--- src/rtl/rv32i_types_pkg.sv ---
// rv32i_types: shared encodings for the rv32i pipeline writeback path.
package rv32i_types;

    typedef enum logic [2:0] {
        WB_ALU  = 3'd0,
        WB_BR   = 3'd1,
        WB_UIMM = 3'd2,
        WB_LOAD = 3'd3,
        WB_PC4  = 3'd4
    } wb_sel_t;

    typedef enum logic [2:0] {
        lb  = 3'b000,
        lh  = 3'b001,
        lw  = 3'b010,
        lbu = 3'b100,
        lhu = 3'b101
    } load_funct3_t;

    // MEM/WB pipeline register contents. wb_sel/funct3 are kept as raw bits
    // so that undefined encodings pass through to the default datapath.
    typedef struct packed {
        logic        valid;
        logic        load_regfile;
        logic [4:0]  rd;
        logic [2:0]  wb_sel;
        logic [2:0]  funct3;
        logic [31:0] alu_out;
        logic        br_en;
        logic [31:0] u_imm;
        logic [31:0] pc;
    } memwb_t;

endpackage

--- src/rtl/wb_stage_load_align.sv ---
// load_align: combinational byte/half extraction and sign/zero extension of
// the memory read word, plus detection of misaligned lw/lh/lhu offsets.
module load_align
    import rv32i_types::*;
(
    input  logic [2:0]  funct3,
    input  logic [1:0]  offset,
    input  logic [31:0] word,
    output logic [31:0] value,
    output logic        misaligned
);

    logic [7:0]  byte_sel;
    logic [15:0] half_sel;

    // Pick the addressed byte/half, then extend according to funct3.
    always_comb begin
        byte_sel   = word[{offset, 3'b000} +: 8];
        half_sel   = offset[1] ? word[31:16] : word[15:0];
        value      = word;
        misaligned = 1'b0;
        case (funct3)
            lb:  value = {{24{byte_sel[7]}}, byte_sel};
            lbu: value = {24'd0, byte_sel};
            lh:  value = {{16{half_sel[15]}}, half_sel};
            lhu: value = {16'd0, half_sel};
            default: value = word;
        endcase
        if ((funct3 == lw) && (offset != 2'd0))
            misaligned = 1'b1;
        if (((funct3 == lh) || (funct3 == lhu)) && offset[0])
            misaligned = 1'b1;
    end

endmodule

--- src/rtl/wb_stage.sv ---
// wb_stage: rv32i writeback stage. Holds the MEM/WB register, selects the
// writeback value, and drives the register-file write port / forwarding bus.
// A 'done' bit makes a stalled instruction write and retire only once.
// Optional: define WB_INSTRET_EN to build the 64-bit retired-instruction
// counter and the instret output port.
module wb_stage
    import rv32i_types::*;
(
    input  logic        clk,
    input  logic        rst,
    input  logic        stall,
    input  logic        flush,
    input  logic        valid_in,
    input  logic        load_regfile_in,
    input  logic [4:0]  rd_in,
    input  logic [2:0]  wb_sel_in,
    input  logic [2:0]  funct3_in,
    input  logic [31:0] alu_out_in,
    input  logic        br_en_in,
    input  logic [31:0] u_imm_in,
    input  logic [31:0] pc_in,
    input  logic [31:0] data_value,
    input  logic [1:0]  mem_address_last_two_bits,
    output logic        regfile_we,
    output logic [4:0]  regfile_rd,
    output logic [31:0] regfile_wdata,
    output logic        retire,
    output logic        load_misaligned
`ifdef WB_INSTRET_EN
    ,
    output logic [63:0] instret
`endif
);

    memwb_t      memwb_q, memwb_d;
    logic        done_q, done_d;
    logic        misaligned_q, misaligned_d;
    logic        active;
    logic [31:0] load_value;
    logic        load_mis;

    load_align u_load_align (
        .funct3     (memwb_q.funct3),
        .offset     (mem_address_last_two_bits),
        .word       (data_value),
        .value      (load_value),
        .misaligned (load_mis)
    );

    // Pipeline register update: load on advance, hold and mark done on stall.
    always_comb begin
        memwb_d = memwb_q;
        done_d  = done_q;
        if (stall) begin
            if (memwb_q.valid)
                done_d = 1'b1;
        end else begin
            memwb_d.valid        = valid_in & ~flush;
            memwb_d.load_regfile = load_regfile_in;
            memwb_d.rd           = rd_in;
            memwb_d.wb_sel       = wb_sel_in;
            memwb_d.funct3       = funct3_in;
            memwb_d.alu_out      = alu_out_in;
            memwb_d.br_en        = br_en_in;
            memwb_d.u_imm        = u_imm_in;
            memwb_d.pc           = pc_in;
            done_d               = 1'b0;
        end
    end

    // Writeback value select and write/retire qualification.
    always_comb begin
        active     = memwb_q.valid & ~done_q;
        retire     = active;
        regfile_we = active & memwb_q.load_regfile & (memwb_q.rd != 5'd0);
        regfile_rd = memwb_q.rd;
        case (memwb_q.wb_sel)
            WB_BR:   regfile_wdata = {31'd0, memwb_q.br_en};
            WB_UIMM: regfile_wdata = memwb_q.u_imm;
            WB_PC4:  regfile_wdata = memwb_q.pc + 32'd4;
            WB_LOAD: regfile_wdata = load_value;
            default: regfile_wdata = memwb_q.alu_out;
        endcase
        misaligned_d = misaligned_q |
                       (active & (memwb_q.wb_sel == WB_LOAD) & load_mis);
    end

    assign load_misaligned = misaligned_q;

    // State registers.
    always_ff @(posedge clk or negedge rst) begin
        if (!rst) begin
            memwb_q      <= '0;
            done_q       <= 1'b0;
            misaligned_q <= 1'b0;
        end else begin
            memwb_q      <= memwb_d;
            done_q       <= done_d;
            misaligned_q <= misaligned_d;
        end
    end

`ifdef WB_INSTRET_EN
    logic [63:0] instret_q, instret_d;

    // Retired-instruction counter, free-running wrap.
    always_comb begin
        instret_d = instret_q + {63'd0, retire};
    end

    // Counter register.
    always_ff @(posedge clk or negedge rst) begin
        if (!rst) instret_q <= '0;
        else      instret_q <= instret_d;
    end

    assign instret = instret_q;
`endif

endmodule
--- config.mk ---
export PLATFORM = sky130hd
export DESIGN_NAME = wb_stage
export DESIGN_NICKNAME = d
export VERILOG_FILES = /design/src/rtl/rv32i_types_pkg.sv /design/src/rtl/wb_stage_load_align.sv /design/src/rtl/wb_stage.sv
export SDC_FILE = /design/constraint.sdc
export NUM_CORES = 1
export LEC_CHECK = 0
export ABC_AREA = 1
export BUFFER_PORTS_ARGS = -buffer_cell sky130_fd_sc_hd__buf_4
export CORE_MARGIN = 2
export CORE_UTILIZATION = 53
export CTS_CLUSTER_DIAMETER = 40
export DETAILED_ROUTE_END_ITERATION = 6
export GPL_ROUTABILITY_DRIVEN = 0
export PLACE_DENSITY = 0.81
export RECOVER_POWER = 25
export SYNTH_ARGS = -nofsm -noshare
export SYNTH_HDL_FRONTEND = slang
export SYNTH_HIERARCHICAL = 1
export SYNTH_SLANG_ARGS = --single-unit
--- constraint.sdc ---
create_clock -name clk -period 1.8 [get_ports clk]
set_input_delay 0 -clock clk [delete_from_list [all_inputs] [get_ports clk]]
set_output_delay 0 -clock clk [all_outputs]
set_load 0.02 [all_outputs]
* Yosys cells after proc, flatten, opt, wreduce, memory -nomap -nowiden
Index checks and enable logic that the tools add are counted.
** Storage, ports and cells
- Bits in latches :: 0
- Memory bits (read-only) :: 0
- Bits in writable memories :: 0
- Register bits :: 112
- Output and inout bits :: 40
- Memories kept :: 0
** Operators by class
- Bitwise logic cells :: 9
- Add/subtract/negate cells :: 1
- Order comparisons :: 0
- Shift-type cells :: 1
- Eq/ne operators :: 9
- Multiplexer cells :: 7
- Divide/modulo/power cells :: 0
- Multiply operators :: 0
- Reductions and logical operators :: 6
** Operators with widths (number)
- case mux 32 bit (4 select lines) :: 2
- adder 32 x 3 -> 32 bit (second input constant) :: 1
- indexed part select 32 x 6 -> 8 bit :: 1
- 2-to-1 mux 16 bit :: 1
- equality test 3 x 2 -> 1 bit (second input constant) :: 3
- equality test 3 bit (second input constant) :: 3
- AND 1 bit :: 6
- equality test 3 x 1 -> 1 bit (second input constant) :: 2
- nonzero test 5 bit :: 1
- 2-to-1 mux 1 bit :: 4
- logical NOT 3 bit :: 1
- logical AND 1 bit :: 2
- != test 2 x 1 -> 1 bit (second input constant) :: 1
- NOT 1 bit :: 2
- nonzero test 2 bit :: 1
- logical OR 1 bit :: 1
- OR 1 bit :: 1

* Logic depth before layout (Yosys ltp)
- Depth in word-level cells :: 6
- Gate-level depth with buffers :: 11
- Depth with buffers taken out :: 10

* Hierarchy
The synthesis kept the hierarchy.
** Modules (own cells, without submodules)
- wb_stage :: area an instance 5876.9 um2, cells an instance 834, times used 1
- load_align :: area an instance 827.0 um2, cells an instance 183, times used 1

* Worst setup path after synthesis
OpenSTA, ideal clock, no wires.
- Kind :: flip-flop to output port
- From :: register memwb_q[101] (netlist bit)
- To :: output regfile_wdata[4]
- Stages on the path, launching flop included :: 4
- Arrival time :: 1604 ps
- Required time :: 1800 ps
- Slack :: 196 ps
- Cells stage by stage :: dfrtp_1 inv_1 nand3_4 o311ai_0
** Between the ends
- Cells in the longest elaborated chain, start to end :: 2
- Elaborated cells on any way between the ends :: 5
- Those cells by class :: eq/ne (4); mux (1)
** Ends and longest elaborated chain
- start, declared :: line wb_stage.sv:35 : memwb_t memwb_q, memwb_d;
- start signal, assigned :: line wb_stage.sv:97 : memwb_q <= memwb_d;
- equality test 3 x 2 -> 1 bit (tied with other cells) :: line wb_stage.sv:77 : case (memwb_q.wb_sel)
- case mux 32 bit (4 select lines) * :: line wb_stage.sv:77
- end, declared :: line wb_stage.sv:26 : output logic [31:0] regfile_wdata,
Every way passes the cells marked *; elsewhere a longest branch is shown, timed or not.

* Worst setup path after layout
- From :: register memwb_q[7] (netlist bit)
- To :: output regfile_wdata[22]
** Between the ends
- Cells in the longest elaborated chain, start to end :: 2
** Ends and longest elaborated chain
- adder 32 x 3 -> 32 bit :: line wb_stage.sv:80 : WB_PC4: regfile_wdata = memwb_q.pc + 32'd4;
- case mux 32 bit (4 select lines) :: line wb_stage.sv:77
Every way passes these cells.

==> qor.yml <==
run_status:
  outcome: "complete, but fails checks"
  violations: "setup timing"
final_layout:
  post-route-util_pct: 82.2
  layout-drive-gt1-share_pct: 25.5
  final.fill_count: 750
  fin_nets: 1479
  syn_to_final_growth_pct: 52.8
  antennaDiodeCount: 0
  stdcell_area_sq_mm: 0.0102
  stdcell_count: 1507
sta:
  final.setup.tns_ns: -4.41
  holdWs_ns: 0.198
  skew_ns: 0.00764
  slew_headroom_pct: 9.88
  finalHoldViolCount: 0
  setup_viol: 29
  finalCriticalPeriod_ns: 2.07
  max_freq_mhz: 483
  tightestPinTransition_ns: 1.35
  rsz0062_at_grt: "yes"
  final.period_utilization_pct: 115
  finalMaxSlewViolations: 0
  setup_ws_ns: -0.270
critical_path:
  crit_chain: "nand2_1 -> nor2_1 -> nand2_4 -> nor2_4 -> nand2_1 -> nand2_1 -> nand3_2 -> nand4_1 -> buf_4"
  cp_num_cells: 9
  crit_path_end: "regfile_wdata[22]"
  r2r-start: "memwb_q[109]$_DFFE_PN0N_"
  r2r-end: "memwb_q[109]$_DFFE_PN0N_"
  r2r_cells: 3
  crit_top_cell: "nand2_1"
  crit_family: "simple AND/OR/NAND/NOR gates"
  cpMaxStageDelayCell: "dfrtp_1"
  critical_path_buf_inv_count: 1
  max_stage_delay_ns: 0.48
  startpoint_type: "flop"
  crit_path_start: "memwb_q[7]$_DFFE_PN0N_"
  end_kind: "primary output"
  cp_max_fo: 6
  crit_required_ns: 1.80
  worstPathArrival_ns: 2.07
  crit_type: "flop to primary output"
  r2r_setup_slack_ns: 0.56
clock_tree:
  clk_latency_ns: 0.37
  h-tree-depth: 3
  cts_root_buf: "clkbuf_16"
  cts_tree: "done"
  clkSlewWorstSetupHoldPaths_ns: 0.08
  cts_inserted_buffers: 9
  clock_path_buffers: 2
  cts.sinks: 112
yosys:
  synth_edf_count: 0
  syn_area_per_cell_sq_um: 6.59
  synth.cell_area_sq_mm: 0.00670
  yosys.area.top_type: "dfrtp_1"
  syn_nets: 1166
  synthArstFlopShare_pct: 100
  synth.most_common_cell: "nand2_1"
  ys_types: 37
  netlist_top_cells_area: "dfrtp_1 (42%), nand2_1 (31%), nand3_1 (5.8%)"
  yosysSeqAreaShare_pct: 41.8
  ys_warn_count: 6
  synth-seq-cells: 112
  synth_top_area_share_pct: 41.8
  dominantRegCellSynth: "dfrtp_1"
  synth.top_cells.by_count: "nand2_1 (548), dfrtp_1 (112), nand3_1 (78)"
  synthCells: 1017
pwr:
  p_switching_mw: 2.53
  swShare_pct: 34.4
  p_comb_share_pct: 32.4
  seqPwrFrac_pct: 40.1
  power_mw: 7.35
  clkPwrFrac_pct: 27.5
  vdd_drop_max_mv: 0.670
  p_int_mw: 4.82
  p_leak_nw: 5.30
  power_density_mw_per_mm2: 717
die:
  num_io_pins: 188
  fp.coreArea_sq_mm: 0.0125
  floorplan.initialDensity_pct: 53.8
  die_height_microns: 116
  die_area_sq_mm: 0.0136
  fp.dieW_microns: 116
  rows: 41
placement:
  hpwl_microns: 16000
  dp_cells: 1355
  place_area_sq_mm: 0.00833
  pre_cts_ws_ns: 0.0620
  io_buffer_count: 187
route:
  wl_microns: 26500
  ant_nets: 0
  vias: 8377
  wire_per_inst_microns: 17.6
  drtPass1Iterations: 7
  via_per_inst: 5.56
  remaining_drc_errors: 0
  drtIter0Drc: 973
grt:
  grt_max_degree: 131
  grt_pass1_wl_microns: 40200
  grt_usage_pct: 39.0
  antenna_found_initial: 0
  overflow: 0
  grt_pass1_vias: 8120
worst_hold_path:
  hold_class: "input port to flop"
run:
  maxCapViolations: 0
==> worst min path at each step <==
stage | startpoint | to | cells after the start
2_1_floorplan | rst | done_q$_DFFE_PN0P_ | 0
6_report | mem_address_last_two_bits[0] | load_misaligned$_DFF_PN0_ | 4
3_5_place_dp | rst | memwb_q[1]$_DFFE_PN0N_ | 1
4_1_cts | rst | memwb_q[1]$_DFFE_PN0N_ | 2
3_3_place_gp | rst | memwb_q[33]$_DFFE_PN0N_ | 1
5_1_grt | mem_address_last_two_bits[0] | load_misaligned$_DFF_PN0_ | 4
==> worst min-delay path: cells and delay by family <==
| kind | cells | cell delay [ns] |
|---|---|---|
| AO/OA/AOI/OAI | 2 | 0.31 |
| AND/OR/NAND/NOR | 1 | 0.07 |
| buffers and inverters | 1 | 0.17 |
==> power groups by stage <==
stage               clock network (mW)  registers (mW)  logic [mW]
floorplan                            0            2.92        1.06
global placement                     0            2.96        1.87
finish                            2.02            2.94        2.38
detailed placement                   0            2.96        1.90
global route                      2.12            2.96        2.55
CTS                               2.02            2.92        2.21
==> cell usage in the layout, fill, tap and decap left out, drive strengths merged <==
| master | count |
|---|---|
| nand2 | 554 |
| buf | 235 |
| dlygate4sd3 | 112 |
| dfrtp | 112 |
| nand3 | 80 |
| nor2 | 69 |
| inv | 61 |
| o21ai | 30 |
| nand4 | 24 |
| clkbuf | 15 |
| a21oi | 11 |
| or2 | 8 |
| o211ai | 5 |
| nor3 | 4 |
| and2 | 2 |
| clkinv | 2 |
| a22oi | 2 |
| o311ai | 1 |
| o21bai | 1 |
| o2111ai | 1 |
| o21a | 1 |
| a31o | 1 |
| clkinvlp | 1 |
| o31ai | 1 |
| ha | 1 |
| o22ai | 1 |
==> layer usage <==
layer	GRT usage, %	vias to the layer above	share of wire (%)
met5	0	-	0
met4	20.6	0	5.9
met3	8.25	158	8.9
met2	65.2	568	49
met1	47.6	3850	37
li1	-	3801	-
==> cell families (layout without fill, tap and decap cells) <==
group / after synthesis / in the layout / share of synthesized area (%)
simple gates: 740 / 741 / 45.6
fa+ha+maj: 1 / 1 / 0.187
buf+inv: 109 / 426 / 7.56
compound gates: 55 / 55 / 4.83
flops: 112 / 112 / 41.8
==> state kept, by name (all words and copies together) (netlist names) <==
| register | count |
|---|---|
| memwb_q | 105 |
| regfile_rd | 5 |
| done_q | 1 |
| load_misaligned | 1 |
==> what timing repair did <==
| item | in CTS | in global routing |
|---|---|---|
| setup buffers | 14 | 7 |
| gates resized for setup | 59 | 28 |
| hold buffers | 112 | 0 |
| endpoints found under the setup margin | 32 | 32 |
| gates cloned | 2 | 1 |
| endpoints found under the hold margin | 167 | 0 |
| pin swaps | 15 | 8 |
==> layout make-up <==
cell class,count,area [sq um],area share [%]
clock inverters,5,46.3,0.452
multi-input cells,797,3630,35.5
clock buffers,11,243,2.37
well taps,172,215,2.10
flip-flops and latches,112,2810,27.4
repair buffers,351,3070,30.0
inverters,59,228,2.22
Power figures use the tool's default switching activity.
